### src/rtl/rll_pkg.sv
// rtl/rll_pkg.sv - shared state type and index/width helpers for the sequential key bank.
package rll_pkg;

  typedef enum logic [1:0] {
    IDLE   = 2'd0,
    LOAD   = 2'd1,
    COMMIT = 2'd2,
    ARMED  = 2'd3
  } state_t;

  function automatic int unsigned cnt_w(input int unsigned key_w);
    return $clog2(key_w + 1);
  endfunction

  function automatic int unsigned key_idx(input int unsigned i, input int unsigned key_w);
    return i % key_w;
  endfunction

endpackage

### src/rtl/rll_key_shift.sv
// rtl/rll_key_shift.sv - serial shadow register, bit counter and full flag for the key bank.
module rll_key_shift
  import rll_pkg::*;
#(
  parameter int KEY_W = 16
) (
  input  logic             i_clk,
  input  logic             i_rst,
  input  logic             i_accept,
  input  logic             i_bit,
  input  logic             i_abort,
  input  logic             i_clear,
  output logic [KEY_W-1:0] o_shadow,
  output logic             o_full
);

  localparam int CNT_W = int'(cnt_w(KEY_W));

  logic [KEY_W-1:0] r_shadow;
  logic [CNT_W-1:0] r_count;

  // The accept that lands the last bit is the one that requests the commit.
  assign o_full   = i_accept && (r_count == CNT_W'(KEY_W - 1));
  assign o_shadow = r_shadow;

  always_ff @(posedge i_clk) begin
    if (i_rst || i_abort) begin
      r_shadow <= '0;
      r_count  <= '0;
    end else if (i_clear) begin
      r_count <= '0;
    end else if (i_accept) begin
      for (int j = 0; j < KEY_W; j++) begin
        if (r_count == CNT_W'(j)) r_shadow[j] <= i_bit;
      end
      r_count <= r_count + CNT_W'(1);
    end
  end

endmodule

### src/rtl/rll_seq_key_bank.sv
// rtl/rll_seq_key_bank.sv - serially loaded key with atomic commit driving a registered XOR/XNOR gate bank.
// Define RLL_KEY_OTP_EN to make the key one-time-programmable (no reload after the first commit).
module rll_seq_key_bank
  import rll_pkg::*;
#(
  parameter int               KEY_W    = 16,
  parameter int               DATA_W   = 16,
  parameter logic [KEY_W-1:0] POLARITY = '0
) (
  input  logic              i_clk,
  input  logic              i_rst,
  input  logic              i_key_sdi,
  input  logic              i_key_valid,
  output logic              o_key_ready,
  input  logic              i_key_abort,
  output logic              o_key_commit,
  output logic              o_key_loaded,
  input  logic [DATA_W-1:0] i_data_in,
  input  logic              i_data_valid,
  output logic [DATA_W-1:0] o_data_out,
  output logic              o_data_out_valid
);

  state_t            r_state;
  state_t            w_next;
  logic              w_ready;
  logic              w_abort;
  logic              w_accept;
  logic              w_full;
  logic [KEY_W-1:0]  w_shadow;
  logic [KEY_W-1:0]  r_key;
  logic              r_commit;
  logic              r_loaded;
  logic [DATA_W-1:0] w_mask;
  logic [DATA_W-1:0] r_data_out;
  logic              r_data_out_valid;

  always_comb begin
    w_ready = 1'b0;
    case (r_state)
      IDLE:    w_ready = 1'b1;
      LOAD:    w_ready = 1'b1;
`ifdef RLL_KEY_OTP_EN
      ARMED:   w_ready = 1'b0;
`else
      ARMED:   w_ready = 1'b1;
`endif
      default: w_ready = 1'b0;
    endcase
  end

  // Abort only means something while a partial key is in the shadow; it beats a same-cycle bit.
  assign w_abort  = i_key_abort && (r_state == LOAD);
  assign w_accept = i_key_valid && w_ready && !w_abort;

  rll_key_shift #(
    .KEY_W(KEY_W)
  ) u_shift (
    .i_clk   (i_clk),
    .i_rst   (i_rst),
    .i_accept(w_accept),
    .i_bit   (i_key_sdi),
    .i_abort (w_abort),
    .i_clear (r_state == COMMIT),
    .o_shadow(w_shadow),
    .o_full  (w_full)
  );

  always_ff @(posedge i_clk) begin
    if (i_rst) r_state <= IDLE;
    else       r_state <= w_next;
  end

  always_comb begin
    w_next = r_state;
    case (r_state)
      IDLE, ARMED: begin
        if (w_full)        w_next = COMMIT;
        else if (w_accept) w_next = LOAD;
      end
      LOAD: begin
        if (w_abort)     w_next = r_loaded ? ARMED : IDLE;
        else if (w_full) w_next = COMMIT;
      end
      COMMIT:  w_next = ARMED;
      default: w_next = IDLE;
    endcase
  end

  always_ff @(posedge i_clk) begin
    if (i_rst) begin
      r_key    <= '0;
      r_commit <= 1'b0;
      r_loaded <= 1'b0;
    end else begin
      r_commit <= (r_state == COMMIT);
      if (r_state == COMMIT) begin
        r_key    <= w_shadow;
        r_loaded <= 1'b1;
      end
    end
  end

  for (genvar g = 0; g < DATA_W; g++) begin : g_gate
    assign w_mask[g] = r_key[key_idx(g, KEY_W)] ^ POLARITY[key_idx(g, KEY_W)];
  end

  // The key register and data_out update on the same edge, so COMMIT-cycle data sees the old key.
  always_ff @(posedge i_clk) begin
    if (i_rst) begin
      r_data_out       <= '0;
      r_data_out_valid <= 1'b0;
    end else begin
      r_data_out_valid <= i_data_valid;
      if (i_data_valid) r_data_out <= i_data_in ^ w_mask;
    end
  end

  assign o_key_ready      = w_ready;
  assign o_key_commit     = r_commit;
  assign o_key_loaded     = r_loaded;
  assign o_data_out       = r_data_out;
  assign o_data_out_valid = r_data_out_valid;

endmodule

### config.mk
export PLATFORM = sky130hd
export DESIGN_NAME = rll_seq_key_bank
export DESIGN_NICKNAME = d
export VERILOG_FILES = /design/src/rtl/rll_pkg.sv /design/src/rtl/rll_key_shift.sv /design/src/rtl/rll_seq_key_bank.sv
export SDC_FILE = /design/constraint.sdc
export NUM_CORES = 1
export LEC_CHECK = 0
export BUFFER_PORTS_ARGS = -buffer_cell sky130_fd_sc_hd__buf_2
export CAP_MARGIN = 25
export CORE_MARGIN = 5
export CORE_UTILIZATION = 50
export DETAILED_ROUTE_END_ITERATION = 6
export PLACE_DENSITY = 0.87
export SLEW_MARGIN = 0
export SYNTH_ARGS = -nofsm -noshare
export SYNTH_HDL_FRONTEND = slang
export SYNTH_SLANG_ARGS = --single-unit
### constraint.sdc
create_clock -name i_clk -period 1.8 [get_ports i_clk]
set_input_delay 0.18 -clock i_clk [delete_from_list [all_inputs] [get_ports i_clk]]
set_output_delay 0.18 -clock i_clk [all_outputs]
set_load 0.1 [all_outputs]
# Word-level counts from Yosys, hierarchy flattened
# Index checks and enable logic that the tools add are counted.
# W data, S select, Z words.
[totals]
reg_bits = 58
inputBits = 22
output_inout_bits = 20
[op_classes]
n_addsub = 1
eq_ne = 20
mux = 7
n_bitwise = 2
reduce_logical = 28
[op_table]
columns = ["cell", "count"]
rows = [
  ["$reduce_and A3 Y1", 16],
  ["$eq A5 B4 Y1 const B", 8],
  ["$eq A5 B3 Y1 const B", 4],
  ["$xor A16 B16 Y16", 1],
  ["$eq A5 B2 Y1 const B", 2],
  ["$mux W2", 5],
  ["$ne A3 B1 Y1 const B", 2],
  ["$pmux W2 S3", 1],
  ["$add A5 B1 Y5 const B", 1],
  ["$eq A5 B1 Y1 const B", 1],
  ["$logic_not A5 Y1", 1],
  ["$eq A2 B2 Y1 const B", 2],
  ["$logic_and A1 B1 Y1", 4],
  ["$reduce_or A2 Y1", 2],
  ["$reduce_or A3 Y1", 1],
  ["$eq A2 B1 Y1 const B", 1],
  ["$logic_not A2 Y1", 1],
  ["$reduce_and A2 Y1", 1],
  ["$logic_not A1 Y1", 1],
  ["$logic_or A1 B1 Y1", 1],
  ["$mux W1", 1],
  ["$not A1 Y1", 1],
]

# Depth between registers and ports, before layout
[logic_depth]
depth_word = 9
ltp_mapped = 8

# Modules after synthesis
# A second synthesis with hierarchy kept.
[unflattened]
cells_unflattened = 261
area_unflattened_um2 = 2536.2
[modules_own_cells]
columns = ["module", "n_inst", "cells_per_inst", "area_per_inst_um2", "seq_area_each_um2"]
rows = [
  ["rll_seq_key_bank", 1, 154, 1498.9, 740.7],
  ["rll_key_shift", 1, 107, 1037.2, 420.4],
]

# Worst setup path after synthesis
# Ideal clock, no wire load.
[synth_path]
path_kind = "register to register"
start = "register r_state[0]"
end = "register u_shift.r_count[4]"
setup_time_ps = 114
t_arrival_ps = 2022
path_slack_ps = -337
path_stages_with_launch = 8
path_buffers = 1
cell_sequence = "dfxtp_1 > inv_1 > ha_1 > buf_4 > inv_1 > and2_1 > nor2_1 > a2111oi_0"
[synth_rtl]
columns = ["element", "line", "text"]
rows = [
  ["start, declared", "rll_seq_key_bank.sv:24", "state_t r_state;"],
  ["start signal, assigned", "rll_seq_key_bank.sv:71", "else r_state <= w_next;"],
  ["$eq A2 B2 Y1", "rll_seq_key_bank.sv:64", ".i_clear (r_state == COMMIT),"],
  ["via u_shift.i_clear", "rll_key_shift.sv:12", "input logic i_clear,"],
  ["$reduce_or A2 Y1 (no source line)", "n/a", ""],
  ["end signal, assigned", "rll_key_shift.sv:36", "r_count <= r_count + CNT_W'(1);"],
  ["end, declared", "rll_key_shift.sv:20", "logic [CNT_W-1:0] r_count;"],
]
# The timed path passes the listed nets, and every way through them passes these cells.
# A chain may end at the register's enable or synchronous reset.

# Worst setup path in the final report
[layout_path]
start = "register u_shift.r_count[0]"
end = "register r_state[1]"
[layout_between]
elab_chain_len = 4
[layout_lines]
columns = ["element", "line", "text"]
rows = [
  ["$eq A5 B4 Y1 (*)", "rll_key_shift.sv:23", "assign o_full = i_accept && (r_count == CNT_W'(KEY_W - 1));"],
  ["$logic_and A1 B1 Y1 (*)", "rll_key_shift.sv:23", ""],
  ["$mux W2 / $ne A3 B1 Y1 (equally long branches)", "n/a", ""],
  ["$pmux W2 S3 / $reduce_and A2 Y1 (equally long branches)", "n/a", ""],
]
# Every way passes the cells marked *; elsewhere a longest branch is shown, timed or not.

==> out/qor.csv <==
metric,value,unit
status,"finished, violations left",
violated_checks,setup timing,
max_clock_freq,553,MHz
syn-instance-count,264,
post_synthesis_area_per_instance,9.27,um2
final.setup_skew,0.00643,ns
num_io_pins,42,
async_set_reset_flop_share_out_of_synthesis,0,%
sequential_cell_area,1170,um2
synth.mux.area_fraction,6.55,%
launching_instance_or_port_of_the_critical_path,u_shift.r_count[0],
synth-compound-area-share,13.7,%
max_slew.worst_pin.slew,0.513,ns
clkSlewWorstSetupHoldPaths,0.07,ns
start_util,51.8,%
grt_pass1_vias,1879,
grt_start_max_net_pins,34,
synth_top_family_by_area,simple AND/OR/NAND/NOR gates,
timing.max_slew.rel_slack,65.8,%
synth_fa_ha_area_share,4.09,%
first_iter_violations,117,
routed_wirelength,4890,um
cts_tree,built,
ant_nets,0,
mappedNetlistNets,294,
yosysWarningCount,0,
end_kind,flop,
globalRoute.totalOverflow,0,
setup_total_negative_slack,-0.00823,ns
worst_slack,-0.00823,ns
tritoncts.num_buffers,9,
grt_pass1_wl,8340,um
most_common_cell_after_layout_fill_and_taps_aside,sky130_fd_sc_hd__dfxtp_1,
library_cell_appearing_most_often_on_the_critical_path,sky130_fd_sc_hd__ha_4,
ys_dominant_reg_cell,sky130_fd_sc_hd__dfxtp_1,
area_added_between_synthesis_and_finish,22.8,%
coreArea,4720,um2
critical_path.max_fanout,2,
worst_hold_startpoint,i_rst,
insertion_delay,0.34,ns
slowest_stage,sky130_fd_sc_hd__or4_1,
total_leakage_power,1.15,nW
multi_input_combinational_cell_area,1250,um2
pwr_density_cell,1250,nW/um2
port_buffers,41,
critical_path_data_required_time,2.07,ns
drv_slew,0,
rsz0062_at_grt,yes,
htree_num_levels,3,
numnets_final,342,
hold-worst-slack,0.106,ns
critical_path.max_stage_delay,0.47,ns
cts_max_path_buffers,2,
simple_gate_area_share_of_the_yosys_netlist,17.4,%
timing.critical_path.buf_inv,0,
cts.sinks,58,
fp-row-count,25,
floorplan.die_area,6390,um2
critical_path.reg2reg.startpoint,u_shift.r_count[0],
dr.pass1.iters,4,
critical_path.top_delay_family,simple AND/OR/NAND/NOR gates,
antenna_found_initial,0,
report.final.hold_viol_count,0,
hold_class,input port to flop,
cts_hold_buf,0,
timing.critical_path.cells,"ha_4, and3_4, ha_4, nor2b_4, a32o_2, or4_1, o21ai_1",
critPathLaunchType,flop,
routedWlPerCell,12.7,um
post-route-period-util,100,%
final.fill_count,384,
ys_ff_latch,58,
grt_util_all_layers,16.7,%
overall_die_width,79.9,um
type_of_the_worst_setup_path,flop to flop,
layout_common_cells,"sky130_fd_sc_hd__dfxtp_1, sky130_fd_sc_hd__buf_2, sky130_fd_sc_hd__nor2_1",
synthesis.area,2450,um2
remaining_design_rule_violation_count,0,
report.final.setup_viol,1,
count_of_different_cell_masters_after_synthesis,33,
final_period_demand_of_the_worst_path,1.81,ns
dp.final_hpwl,3480,um
die_height,79.9,um
avgViaCountPerCell,5.15,
vias,1977,
maxCapViolations,0,
diodes,0,
vdd_ir_drop_max,0.000687,V
share_of_cells_above_drive_strength_1,26.2,%
worst-endpoint-arrival,2.07,ns
cts_root_buf,sky130_fd_sc_hd__clkbuf_8,
number_of_enable_type_register_cells_in_the_synthesized_netlist,0,
synth_sequential_area_ratio,47.5,%
synth_xor_area_share,6.80,%
gpl.final_weighted_congestion,0.824,
[state kept, by name, summed over array words and instances, names as in the netlist]
name and count:
r_key 16, o_key_commit 1, o_data_out 16, o_data_out_valid 1, u_shift.r_count 5, r_state 2, u_shift.o_shadow 16, o_key_loaded 1
[metrics by stage]
stage / std cells / cell area, um2 / setup slack, ns / power [mW] / util, %
3_3_place_gp: 367 / 2820 / 0.0289 / 2.69 / 59.6
6_report: 384 / 3000 / -0.00823 / 3.75 / 63.6
3_5_place_dp: 367 / 2820 / -0.0249 / 2.73 / 59.6
5_1_grt: 384 / 3000 / -0.0604 / 3.97 / 63.6
4_1_cts: 383 / 2990 / -0.0133 / 3.76 / 63.2
2_1_floorplan: 264 / 2520 / -0.00993 / 2.47 / -
[where the power goes]
group / switching (mW) / internal, mW / total (mW)
logic: 0.861 / 0.404 / 1.26
registers: 0.0673 / 1.38 / 1.45
clock network: 0.503 / 0.529 / 1.03
[cells by family (layout without fill, tap and decap cells)]
| group | Yosys count | after routing |
|---|---|---|
| xor gates and xnor gates | 19 | 19 |
| muxes | 16 | 16 |
| buffers and inverters | 24 | 77 |
| DFF | 58 | 58 |
| and+or+nand+nor | 90 | 90 |
| AOI/OAI and AO/OA | 49 | 49 |
| adders and majority gates | 8 | 8 |
[final cells by class]
type / instances / area share, %
Multi-Input combinational cell: 182 / 41.6
Sequential cell: 58 / 38.9
Tap cell: 67 / 2.79
Timing Repair Buffer: 53 / 9.95
Inverter: 8 / 1.12
Clock inverter: 5 / 0.958
Clock buffer: 11 / 4.71
[worst register-to-register path: stages, from the launching register on]
cell	delay [ns]
sky130_fd_sc_hd__dfxtp_4	0.35
sky130_fd_sc_hd__ha_4	0.15
sky130_fd_sc_hd__and3_4	0.18
sky130_fd_sc_hd__ha_4	0.15
sky130_fd_sc_hd__nor2b_4	0.12
sky130_fd_sc_hd__a32o_2	0.25
sky130_fd_sc_hd__or4_1	0.47
sky130_fd_sc_hd__o21ai_1	0.10
[final timing paths]
| kind | depth (start not counted) | slack [ns] | end |
|---|---|---|---|
| setup / recovery | 7 | -0.008 | r_state[1] |
| hold / removal | 2 | 0.11 | o_key_commit |
| setup reg to reg | 7 | -0.008 | r_state[1] |
| hold reg to reg | 2 | 0.47 | u_shift.o_shadow[10] |
[routing by layer]
metal | up-vias | routed length (um) | part of all wire [%] | global-route usage [%]
li1 | 1034 | - | - | -
met1 | 879 | 2260 | 46 | 20.1
met2 | 53 | 2210 | 45 | 26.5
met3 | 11 | 352 | 7.2 | 7.45
met4 | 0 | 65 | 1.3 | 5.57
met5 | - | 0 | 0 | 0
[what timing repair did]
action,4_1_cts,5_1_grt
resized for setup,0,2
buffers inserted,0,1
pin swaps,1,0
setup endpoints to repair,1,15
[cell usage after synthesis, drive strengths merged, types with 3 or more instances]
cell / count / share of area (%)
nand2: 6 / 0.92
dfxtp: 58 / 47
o31ai: 3 / 0.92
xnor2: 17 / 6.1
clkbuf: 11 / 1.7
nor3: 4 / 0.82
mux2i: 16 / 6.5
buf: 5 / 1.1
o211ai: 4 / 1.2
nor2b: 5 / 1.4
a211oi: 16 / 4.9
a21oi: 5 / 1.2
o21ai: 15 / 3.1
nand3: 19 / 3.9
inv: 8 / 1.2
ha: 8 / 4.1
nor2: 39 / 6.0
nand4: 12 / 3.1
(Power assumes the default switching activity.)
